==> config.mk <==
export PLATFORM = sky130hd
export DESIGN_NAME = shift_in_deser
export DESIGN_NICKNAME = d
export VERILOG_FILES = /design/src/rtl/shift_in_pkg.sv /design/src/rtl/shift_reg_core.sv /design/src/rtl/shift_in_deser.sv
export SDC_FILE = /design/constraint.sdc
export NUM_CORES = 1
export LEC_CHECK = 0
export CAP_MARGIN = 25
export CORE_MARGIN = 1.5
export CORE_UTILIZATION = 48
export CTS_CLUSTER_DIAMETER = 30
export CTS_CLUSTER_SIZE = 40
export DETAILED_ROUTE_END_ITERATION = 8
export PLACE_DENSITY = 0.82
export SLEW_MARGIN = 40
export SYNTH_ARGS = -nofsm -noshare
export SYNTH_HDL_FRONTEND = slang
export SYNTH_HIERARCHICAL = 1
export SYNTH_SLANG_ARGS = --single-unit
==> constraint.sdc <==
create_clock -name clk -period 2.7 [get_ports clk]
set_input_delay 0.54 -clock clk [delete_from_list [all_inputs] [get_ports clk]]
set_output_delay 0.54 -clock clk [all_outputs]
set_load 0.05 [all_outputs]
==> src/rtl/shift_in_pkg.sv <==
// Shared types and helpers for the shift-in deserializer.
//   bit_order_e : which end of the word the first received bit lands in
//   cnt_w()     : width of the in-word bit counter for a given word width
package shift_in_pkg;

    typedef enum bit {
        ORDER_MSB_FIRST = 1'b0,
        ORDER_LSB_FIRST = 1'b1
    } bit_order_e;

    function automatic int cnt_w(input int width);
        return $clog2(width);
    endfunction

endpackage

==> src/rtl/shift_reg_core.sv <==
// Enable-gated shift register with selectable shift direction.
// Ports:
//   clk, rst : clock, async active-high reset (clears q)
//   en       : shift one bit in on this edge
//   d        : serial bit
//   q        : current contents
//   q_next   : value q takes on the next edge (lets the owner capture a
//              completed word without waiting a cycle)
module shift_reg_core
    import shift_in_pkg::*;
#(
    parameter int         WIDTH = 8,
    parameter bit_order_e ORDER = ORDER_LSB_FIRST
) (
    input  logic             clk,
    input  logic             rst,
    input  logic             en,
    input  logic             d,
    output logic [WIDTH-1:0] q,
    output logic [WIDTH-1:0] q_next
);

    logic [WIDTH-1:0] shifted;

    // LSB-first: new bits enter at the top and walk down, so the first bit
    // of a word ends at bit 0. MSB-first: new bits enter at bit 0.
    generate
        if (ORDER == ORDER_LSB_FIRST) begin : g_lsb
            assign shifted = {d, q[WIDTH-1:1]};
        end else begin : g_msb
            assign shifted = {q[WIDTH-2:0], d};
        end
    endgenerate

    always_comb begin
        q_next = en ? shifted : q;
    end

    always_ff @(posedge clk or posedge rst) begin
        if (rst) q <= '0;
        else     q <= q_next;
    end

endmodule

==> src/rtl/shift_in_deser.sv <==
// Serial-to-parallel deserializer with valid/ready output, frame sync and
// sticky overrun.
// Ports:
//   clk, rst   : clock, async active-high reset
//   in, in_en  : serial bit and its strobe
//   sync       : frame start, realigns the bit counter
//   out        : held word, out_valid/out_ready handshake
//   raw        : live shift register (same bit order as out)
//   bit_cnt    : bits collected in the current partial word
//   overrun    : sticky, a completed word was dropped; clr_ovr clears it
module shift_in_deser
    import shift_in_pkg::*;
#(
    parameter int WIDTH     = 8,
    parameter bit LSB_FIRST = 1'b1
) (
    input  logic                      clk,
    input  logic                      rst,
    input  logic                      in,
    input  logic                      in_en,
    input  logic                      sync,
    output logic [WIDTH-1:0]          out,
    output logic                      out_valid,
    input  logic                      out_ready,
    output logic [WIDTH-1:0]          raw,
    output logic [cnt_w(WIDTH)-1:0]   bit_cnt,
    output logic                      overrun,
    input  logic                      clr_ovr
);

    localparam int         CW    = cnt_w(WIDTH);
    localparam bit_order_e ORDER = bit_order_e'(LSB_FIRST);
    localparam logic [CW-1:0] LAST = CW'(WIDTH - 1);

    logic [WIDTH-1:0] raw_next;
    logic             word_done;
    logic             slot_free;

    shift_reg_core #(
        .WIDTH (WIDTH),
        .ORDER (ORDER)
    ) u_sr (
        .clk    (clk),
        .rst    (rst),
        .en     (in_en),
        .d      (in),
        .q      (raw),
        .q_next (raw_next)
    );

    // A sync bit always starts a new frame, so it can never finish one.
    assign word_done = in_en && !sync && (bit_cnt == LAST);
    // The slot is free if empty, or if the consumer drains it on this edge.
    assign slot_free = !out_valid || out_ready;

    always_ff @(posedge clk or posedge rst) begin
        if (rst) begin
            bit_cnt <= '0;
        end else if (sync) begin
            bit_cnt <= in_en ? CW'(1) : '0;
        end else if (in_en) begin
            bit_cnt <= word_done ? '0 : bit_cnt + CW'(1);
        end
    end

    always_ff @(posedge clk or posedge rst) begin
        if (rst) begin
            out       <= '0;
            out_valid <= 1'b0;
        end else if (word_done && slot_free) begin
            out       <= raw_next;
            out_valid <= 1'b1;
        end else if (out_valid && out_ready) begin
            out_valid <= 1'b0;
        end
    end

    // Setting beats clearing when both land on the same edge.
    always_ff @(posedge clk or posedge rst) begin
        if (rst)                         overrun <= 1'b0;
        else if (word_done && !slot_free) overrun <= 1'b1;
        else if (clr_ovr)                overrun <= 1'b0;
    end

endmodule

-- Yosys cells after proc, flatten, opt, wreduce, memory -nomap -nowiden
Cells that the tools add are included.
- flip-flop bits (word level): 21
- logic and storage cells: 28
- ROM bits: 0
- memories kept: 0
- latch bits: 0
- output and inout bits: 21
- memory bits (writable): 0
- input bits: 7
- eq/ne operators: 1
- bitwise operators: 0
- add/sub/neg operators: 1
- multiply operators: 0
- shift operators: 0
- $lt $le $gt $ge: 0
- reductions and logical operators: 12
- div/mod/pow operators: 0
- multiplexer cells: 9
- operator list (operator ; number):
    $mux W3 ; 3
    $mux W8 ; 1
    $reduce_bool A2 Y1 ; 3
    $logic_and A1 B1 Y1 ; 5
    $mux W1 ; 5
    $add A3 B1 Y3 const B ; 1
    $eq A3 B3 Y1 const B ; 1
    $logic_not A1 Y1 ; 3
    $logic_or A1 B1 Y1 ; 1

-- Logic depth before layout (Yosys ltp)
- word-level depth: 6
- mapped depth: 6
- depth with buffers taken out: 5

-- By module
Netlist, hierarchy kept.
- modules (own cells, without submodules) (module ; cells an instance ; area an instance (um^2) ; times used):
    shift_in_deser ; 41 ; 578.1 ; 1
    shift_reg_core ; 18 ; 335.3 ; 1

-- Least setup slack after synthesis
No wires, ideal clock.
- path type: register to register
- from: reg bit_cnt[0]
- to: reg out[0]
- path buffers: 1
- period minus slack after synthesis: 1841 ps
- data required time: 2575 ps
- data arrival time: 1716 ps
- slack: 859 ps
- stages on the path, launching flop included: 7
- cell sequence: dfrtp_1 > ha_1 > ha_1 > nand3b_2 > nor2b_2 > buf_6 > mux2_4
- cells in the longest elaborated chain, start to end: 3
- RTL lines (element ; line ; RTL):
    from (decl) ; shift_in_deser.sv:26 ; output logic [cnt_w(WIDTH)-1:0] bit_cnt,
    from (signal assigned) ; shift_in_deser.sv:60 ; bit_cnt <= in_en ? CW'(1) : '0;
    from (signal assigned) ; shift_in_deser.sv:62 ; bit_cnt <= word_done ? '0 : bit_cnt + CW'(1);
    $eq A3 B3 Y1 ; shift_in_deser.sv:52 ; assign word_done = in_en && !sync && (bit_cnt == LAST);
    $logic_and A1 B1 Y1 ; shift_in_deser.sv:52 ;
    $logic_and A1 B1 Y1 ; shift_in_deser.sv:70 ; end else if (word_done && slot_free) begin
    to (signal assigned) ; shift_in_deser.sv:71 ; out <= raw_next;
    to (decl) ; shift_in_deser.sv:22 ; output logic [WIDTH-1:0] out,
No other way between the ends.
A chain may end at the register's enable or synchronous reset.

-- Worst setup path in the final report
- from: reg bit_cnt[0]
- to: out bit_cnt[0]
No word-level cell between the ends.

==> summary.txt <==
Outcome
  • Status: completed

Detailed routing
  • DRC Markers: 0
  • Initial DRC Count: 4
  • DR vias: 548
  • Vias per Instance: 4.81
  • Drt pass-1 iters: 2
  • Routed WL per cell: 13.2 µm
  • Antenna-violating nets left: 0
  • Final WL: 1.50 mm

Logic synthesis
  • Synthesized cell area: 913 µm²
  • Synth warn: 6
  • Seq/Total Area, Yosys: 57.5%
  • Avg Cell Area, Syn: 15.5 µm²
  • Netlist cell types: 15
  • Synthesized Nets: 68
  • Cells after Synth: 59
  • Flop and latch count out of synthesis: 21

Finish
  • Final Util: 69.5%
  • Share of cells above drive strength 1: 24.7%
  • Final instance area: 0.00123 mm²
  • P&R area growth vs syn: 34.2%
  • Nets@finish: 99
  • Number of diodes: 0

Timing
  • Skew final: 1.93 ps
  • RSZ-0062 raised after global routing: no
  • Hold Vio Cnt, Final: 0
  • Clock period minus worst slack: 2070 ps
  • Worst-Margin Slew: 568 ps
  • Post-route clock period utilization: 76.7%
  • Max Slew Vio Count: 0
  • Rel. slew slack: 61.9%
  • FMAX: 0.483 GHz
  • # setup viols final: 0
  • Setup WS post-layout: 630 ps
  • Setup TNS: 0 ps

Clocking
  • CTS resizes: 0
  • Worst-path clk slew: 110 ps
  • H-tree levels: 1
  • Clk Tree Root Cell: clkbuf_4
  • CTS tree: built
  • Hold bufs inserted after CTS: 0
  • TritonCTS Sinks: 21
  • Maximum clock path buffer count: 2
  • Total CTS buffers: 3
  • Clock Latency Late Sink: 300 ps
  • Setup bufs post-CTS: 0

Placement
  • Port-buffer cells: 27
  • Setup WS pre-CTS: 473 ps
  • Area after DPL: 0.00120 mm²
  • Gp weighted congestion: 0.689
  • DP Wirelength: 1.09 mm

Power and ir drop
  • Sw power: 0.313 mW
  • Combinational share of power: 37.7%
  • Sequential share of power: 45.0%
  • Clock power share: 17.2%
  • PwrDens: 696 mW/mm²
  • P_int: 0.540 mW
  • Final total power: 0.853 mW
  • Max VDD drop: 0.000388 V
  • P_leak: 0.580 nW
  • Switching Share: 36.7%

Worst hold path
  • Worst hold path type: input pin to async pin

Worst setup path
  • Setup CP Type: flop to primary output
  • Slowest CP cell: clkdlybuf4s50_1
  • Worst-path cell chain: clkdlybuf4s50_1
  • CP Launch Type: flop
  • Worst Setup End Kind: primary output
  • Crit path DAT: 1530 ps
  • Critical path buffers and inverters: 1
  • Critical path's top delay family: buffers and inverters
  • WP data required: 2160 ps
  • Worst Path Max Fanout: 4
  • CP peak stage delay: 820 ps

Global route
  • Vias in the first global route: 547
  • GRT Overall Usage: 17.3%
  • Antenna violations before repair: 0
  • Global-route wire length before repair: 2.50 mm
  • Gr ovfl total: 0
  • Largest net degree at the start of global routing: 14

Floorplan
  • Io pins: 28
  • Area of the die: 0.00217 mm²
  • Die span in y: 46.6 µm
  • Initial Util: 51.8%
  • Site row count: 15
  • Placeable Area: 0.00176 mm²
  • Die width: 46.6 µm

Run
  • Max_cap viols: 0
==> per-layer routing <==
layer | vias to the layer above | track usage (%) | part of all wire, % | routed length, µm
li1 | 260 | - | - | -
met4 | 0 | 10.0 | 2.0 | 30
met3 | 3 | 4.71 | 5.9 | 89
met1 | 261 | 24.6 | 51 | 763
met5 | - | 0 | 0 | 0
met2 | 24 | 23.6 | 41 | 621
==> cell families (layout without fill, tap and decap cells) <==
kind of cell | Yosys count | count (layout) | synth area share (%)
flops | 21 | 21 | 57.5
mux | 17 | 17 | 27.4
simple gates | 11 | 11 | 6.85
buf+inv | 5 | 35 | 3.70
compound gates | 3 | 3 | 1.78
fa+ha+maj | 2 | 2 | 2.74
==> cell usage in the layout (no fill, tap or decap) <==
cell type	Yosys	final
nor2b_2	1	1
nand2b_1	2	2
a21oi_1	1	1
mux2_4	16	16
nand2_1	3	3
clkbuf_1	0	1
buf_4	0	1
clkbuf_4	0	3
clkdlybuf4s50_1	0	27
inv_1	3	3
nor2_1	3	3
nand3b_1	1	1
o22ai_1	1	1
o21ai_0	1	1
ha_1	2	2
mux2i_1	1	1
dfrtp_1	21	21
nand3b_2	1	1
==> synth_stat cells (all sizes together) <==
library cell	n	area share (%)
buf	2	2.5
nor2	3	1.2
nand2b	2	1.4
nor2b	1	0.96
a21oi	1	0.55
o21ai	1	0.55
dfrtp	21	58
mux2	16	26
mux2i	1	1.1
inv	3	1.2
nand3b	2	2.1
nand2	3	1.2
o22ai	1	0.69
ha	2	2.7
==> per-stage QoR <==
step | cells | hold slack (ps)
CTS | 114 | 521
detailed placement | 110 | 497
global placement | 110 | 496
floorplan | 59 | 356
finish | 114 | 515
global route | 114 | 521
==> cell type report <==
type                            instances  area (µm²)
Sequential cell                        21         526
Tap cell                               25        31.3
Fill cell                             144         538
Timing Repair Buffer                   28         278
Inverter                                3        11.3
Multi-Input combinational cell         33         354
Clock buffer                            4        26.3
==> path summary, 6_finish.rpt <==
path                       cells past startpoint    endpoint  slack, ps        from
setup / recovery                               1  bit_cnt[0]        630  bit_cnt[0]
hold / removal                                 2   u_sr/q[0]        520         rst
setup reg to reg                               5      out[6]        890  bit_cnt[0]
hold reg to reg                                1      out[4]        520      out[4]
max in group asynchronous                      2  bit_cnt[0]       1770         rst
min in group clk                               1      out[4]        520      out[4]
==> state kept, by name, indices dropped and copies added (netlist names) <==
name and cells:
overrun 1, bit_cnt 3, u_sr/q 8, out_valid 1, out 8
==> power groups by stage <==
stage,combinational [mW],sequential (mW),clock [mW]
final,0.322,0.384,0.147
after global routing,0.338,0.390,0.165
after CTS,0.323,0.385,0.153
after detailed placement,0.321,0.390,0
after global placement,0.322,0.388,0
after floorplan,0.0789,0.527,0
(Power assumes the default switching activity.)
==> RTL change 1 (same flow settings) <==
Reset style: synchronous (`rst`), changed in 4 clocked blocks. Comments in the files are not updated.
--- a/src/rtl/shift_reg_core.sv
+++ b/src/rtl/shift_reg_core.sv
@@ -38,3 +38,3 @@
 
-    always_ff @(posedge clk or posedge rst) begin
+    always_ff @(posedge clk) begin
         if (rst) q <= '0;
--- a/src/rtl/shift_in_deser.sv
+++ b/src/rtl/shift_in_deser.sv
@@ -55,3 +55,3 @@
 
-    always_ff @(posedge clk or posedge rst) begin
+    always_ff @(posedge clk) begin
         if (rst) begin
@@ -65,3 +65,3 @@
 
-    always_ff @(posedge clk or posedge rst) begin
+    always_ff @(posedge clk) begin
         if (rst) begin
@@ -78,3 +78,3 @@
     // Setting beats clearing when both land on the same edge.
-    always_ff @(posedge clk or posedge rst) begin
+    always_ff @(posedge clk) begin
         if (rst)                         overrun <= 1'b0;
Behaviour: differs if rst is asserted again (counterexample within 4 cycles, from zero or initial values and one cycle with rst high); with rst held inactive, the same outputs for 10 cycles.
==> RTL change 1 against the unedited design <==
Sequential cell count stayed put. Worst setup slack better by 0.019 ns. Routed wire length is 9.3% higher. Area after synthesis is 1.9% higher. Cell area is 1.5% higher. Critical path type unchanged.
Power is not compared: it rests on default switching activity, and its combinational part moved more than twofold at a synthesized area within 25%.
==> RTL change 1: results (changes against the unedited design) <==
| Parameter | Reported | Change |
|:---|:---|:---|
| Kind of cell with the highest combined delay on the critical path | buffers and inverters |  |
| Outcome | finished, final reports clean |  |
| Async SR Flop Fraction | 0% | -100 points |
| # diodes | 0 | unchanged |
| Antenna violations before repair | 0 | unchanged |
| Cts repair resizes | 0 | unchanged |
| Routability congestion estimate | 0.6823 | -1.0% |
| Clock transition at the registers of the reported paths | 0.11 ns | about the same |
| Worst stage delay on the critical path | 0.82 ns | about the same |
| Skew final | 0.003266 ns | +0.001335 ns |
| Average instance area after synthesis | 11.08 sq um | -28% |
| Post-synthesis sequential area ratio | 45.16% | -12 points |
| Area after DPL | 1217 sq um | +1.5% |
| Highest-delay cell along the critical path | sky130_fd_sc_hd__clkdlybuf4s50_1 |  |
| Cell types with the highest counts after synthesis | 21 x sky130_fd_sc_hd__dfxtp_1, 17 x sky130_fd_sc_hd__nand2b_1, 10 x sky130_fd_sc_hd__mux2i_1, 10 x sky130_fd_sc_hd__nor2b_1, 8 x sky130_fd_sc_hd__mux2_4 |  |
| CTS max path bufs | 2 | unchanged |
| Largest net degree at the start of global routing | 16 | +2 |
| CTS Root Buffer Type | sky130_fd_sc_hd__clkbuf_4 |  |
| Number of buffers created by CTS | 3 | unchanged |
| Detail-routed via count per cell | 4.790 | -0.36% |
| Iteration count of the initial detailed-routing pass | 3 | +1 |
| GRT Util Overall | 17.39% | +0.057 points |
| Clock Latency Late Sink | 0.30 ns | about the same |
| Number of instances in the placed design | 134 | +22% |
| Endpoints failing setup | 0 | unchanged |
| Critical path fanouts, max | 4 | unchanged |
| Count of nets after finishing | 123 | +24% |
| Fill count | 138 | -4.2% |
| Leakage power | 0.4655 nW |  |
| Share of post-route cells with drive strength above 1 | 14.16% | -11 points |
| Final wirelength | 1644 um | +9.3% |
| Count of vias placed by the detailed router | 661 | +21% |
| Crit path DAT | 1.51 ns | -0.02 ns |
| Number of DRC violations after detailed-routing iteration 0 | 1 | -3 |
| Number of buffers inserted by post-CTS setup repair | 0 | unchanged |
| Netlist cell types | 17 | +2 |
| Largest registers in the final layout | out: 8 flops, u_sr/q: 8 flops, bit_cnt: 3 flops |  |
| Yosys Warn Count | 6 | unchanged |
| CTS HTree Levels | 1 | unchanged |
| Post-Synthesis Net Count | 93 | +37% |
| Classification of the worst-slack hold path | register to register |  |
| Wire length of the first global-routing pass | 2628 um | +5.2% |
| Port buffer count | 27 | unchanged |
| Worst-margin pin slew | 0.5228 ns | -0.04555 ns |
| Ranking of synthesized cells by area | sky130_fd_sc_hd__dfxtp_1 45%, sky130_fd_sc_hd__mux2_4 13%, sky130_fd_sc_hd__nand2b_1 11% |  |
| Placed wire-length estimate after detailed placement | 1229 um | +13% |
| Vias in the first global route | 629 | +15% |
| Largest vdd supply drop | 0.0003220 V |  |
[RTL change 1: metrics by stage]
step | hold WS [ns] | setup slack, ns
final | 0.4845 | 0.6482
after global routing | 0.5102 | 0.5940
after CTS | 0.4875 | 0.6293
after detailed placement | 0.4697 | 0.6371
after global placement | 0.4619 | 0.6742
after floorplan | 0.6116 | 1.030
[RTL change 1: power breakdown]
| group | switching, W | total, W | leakage, nW | internal, W |
|---|---|---|---|---|
| clock | 0.0000930 | 0.000148 | 0.0177 | 0.0000552 |
| combinational | 0.0000278 | 0.0000558 | 0.278 | 0.0000280 |
| sequential | 0.00000271 | 0.000316 | 0.170 | 0.000313 |
[RTL change 1: metal layers]
layer | track usage (%) | routed length, um
met5 | 0 | 0
met4 | 5.000 | 14
met3 | 6.923 | 53
met2 | 30.14 | 843
met1 | 19.72 | 732
[RTL change 1: cells by family after synthesis]
family	count (synthesis)	share of synthesized area [%]
fa+ha+maj	2	2.688
simple gates	34	22.58
mux	18	23.66
flops	21	45.16
compound gates	4	2.285
buf+inv	5	3.629
[RTL change 1: cell type report]
| type | instances | area (sq um) | area share, % |
|---|---|---|---|
| Clock inverter | 1 | 5.005 | 0.4020 |
| Inverter | 1 | 3.754 | 0.3015 |
| Tap cell | 25 | 31.28 | 2.513 |
| Multi-Input combinational cell | 58 | 476.7 | 38.29 |
| Sequential cell | 21 | 420.4 | 33.77 |
| Clock buffer | 3 | 22.52 | 1.809 |
| Timing Repair Buffer | 29 | 285.3 | 22.91 |
[RTL change 1: final timing paths]
path	startpoint	to	slack, ns	cells past startpoint
setup / recovery	bit_cnt[0]	bit_cnt[0]	0.65	1
hold / removal	out[0]	out[0]	0.48	2
setup reg to reg	bit_cnt[0]	out[5]	1.05	5
hold reg to reg	out[0]	out[0]	0.48	2
==> RTL change 2 (config.mk and constraints unchanged) <==
Without the edit above. `WIDTH` is set to 8 in 2 places; all go to 6.
--- a/src/rtl/shift_reg_core.sv
+++ b/src/rtl/shift_reg_core.sv
@@ -11,3 +11,3 @@
 #(
-    parameter int         WIDTH = 8,
+    parameter int         WIDTH = 6,
     parameter bit_order_e ORDER = ORDER_LSB_FIRST
--- a/src/rtl/shift_in_deser.sv
+++ b/src/rtl/shift_in_deser.sv
@@ -13,3 +13,3 @@
 #(
-    parameter int WIDTH     = 8,
+    parameter int WIDTH     = 6,
     parameter bit LSB_FIRST = 1'b1
Interface: changed (resized out and raw); port bits go from 28 to 24. The function was not compared with the original's and may differ.
==> RTL change 2 against the unedited design <==
Area after synthesis decreased by 15%. Power fell by 6.9%. Routed wire length down 7.6%. Worst setup slack lost 0.054 ns. Worst hold slack lost 0.0095 ns. Sequential cell count decreased by 4. Synthesized cell count down 12%. Sequential share of layout area down 2.0 points. Register-to-register slack improved by 0.12 ns. Cell area shrank 15%. Critical path type unchanged. Critical endpoint is now bit_cnt[2]. Highest routed layer is now met3.
==> RTL change 2: results (changes against the unedited design) <==
| Parameter | Reported | Change |
|:---|:---|:---|
| Clock Latency Late Sink | 0.28 ns | -0.02 ns |
| Wire length of the first global-routing pass | 2339 um | -6.3% |
| Routability congestion estimate | 0.7145 | +3.7% |
| Netlist cell types | 17 | +2 |
| Routing usage on met3 | 4.255% | -0.45 points |
| Crit path DAT | 1.58 ns | +0.05 ns |
| Launching instance or port of the critical path | bit_cnt[2] |  |
| Fill count | 107 | -26% |
| Ranking of synthesized cells by area | sky130_fd_sc_hd__dfrtp_1 55%, sky130_fd_sc_hd__mux2_4 23%, sky130_fd_sc_hd__ha_1 3.2% |  |
| DR WL/cell | 14.79 um | +12% |
| Last element of the critical path | bit_cnt[2] |  |
| Count of nets after finishing | 88 | -11% |
| Largest net degree at the start of global routing | 12 | -2 |
| Global-route track usage on met2 | 28.36% | +4.7 points |
| Worst reg2reg path startpoint | bit_cnt[1] |  |
| Placed wire-length estimate after detailed placement | 1073 um | -1.1% |
| Worst-case register-to-register setup slack | 1.01 ns | +0.12 ns |
| Share of post-route cells with drive strength above 1 | 25.64% | +0.92 points |
| Outcome | finished, final reports clean |  |
| Critical path fanouts, max | 5 | +1 |
| Number of instances in the placed design | 90 | -18% |
| Largest registers in the final layout | out: 6 flops, u_sr/q: 6 flops, bit_cnt: 3 flops |  |
| Vias in the first global route | 504 | -7.9% |
| End of the worst register-to-register path | out[5] |  |
| Count of vias placed by the detailed router | 492 | -10% |
| GR Util met1 | 22.01% | -2.6 points |
| Post-synthesis sequential area ratio | 54.57% | -3.0 points |
| Worst stage delay on the critical path | 0.84 ns | +0.02 ns |
| Final non-filler cell total | 94 | -18% |
==> RTL change 2: cell types whose count changed in the layout (fill, tap and decap cells not counted), moves of 2 or more <==
cell and delta:
sky130_fd_sc_hd__mux2_4 -4, sky130_fd_sc_hd__nor2_1 -2, sky130_fd_sc_hd__dfrtp_1 -4, sky130_fd_sc_hd__clkdlybuf4s50_1 -4
==> RTL change 2: power groups by stage <==
stage                     Clock (W)  Combinational [W]  Sequential, W
after global routing       0.000143           0.000352       0.000332
after CTS                  0.000133           0.000340       0.000326
final                      0.000131           0.000338       0.000325
after detailed placement          0           0.000338       0.000330
after floorplan                   0          0.0000861       0.000469
after global placement            0           0.000333       0.000327
==> RTL change 2: logic make-up after synthesis <==
group                      synth area share, %
AOI/OAI and AO/OA                        2.729
xor gates and xnor gates                 1.124
muxes                                    24.40
adders and majority gates                3.210
DFF                                      54.57
buffers and inverters                    4.815
and+or+nand+nor                          9.149
==> RTL change 2: worst min-delay path by stage <==
| stage | from | to | slack (ns) | depth (start not counted) |
|---|---|---|---|---|
| 2_1_floorplan | rst | u_sr/q[0] | 0.33 | 1 |
| 4_1_cts | rst | u_sr/q[0] | 0.51 | 2 |
| 3_3_place_gp | out[5] | out[5] | 0.50 | 1 |
| 3_5_place_dp | out[5] | out[5] | 0.50 | 1 |
| 6_report | rst | u_sr/q[2] | 0.51 | 2 |
| 5_1_grt | rst | u_sr/q[2] | 0.53 | 2 |
==> RTL change 2: metrics by stage <==
step / worst slack, ns / instance area [sq um] / hold slack, ns
finish: 0.5756 / 1042 / 0.5056
global route: 0.5180 / 1042 / 0.5315
CTS: 0.5758 / 1042 / 0.5117
detailed placement: 0.6248 / 1015 / 0.4974
global placement: 0.6743 / 1015 / 0.5002
floorplan: 0.9297 / 779.5 / 0.3310
==> RTL change 2: final cells by class <==
cell class / instances / share of cell area (%)
clock inverters: 1 / 0.4802
well taps: 16 / 1.921
inverters: 4 / 1.441
clock buffers: 3 / 2.161
repair buffers: 24 / 22.81
multi-input cells: 29 / 30.37
flip-flops and latches: 17 / 40.82
==> RTL change 2: routing by layer <==
layer / vias up / routed length (um) / part of all wire [%]
met2: 15 / 703 / 51
met4: 0 / 0 / 0
met5: - / 0 / 0
li1: 229 / - / -
met3: 0 / 53 / 3.8
met1: 248 / 633 / 46
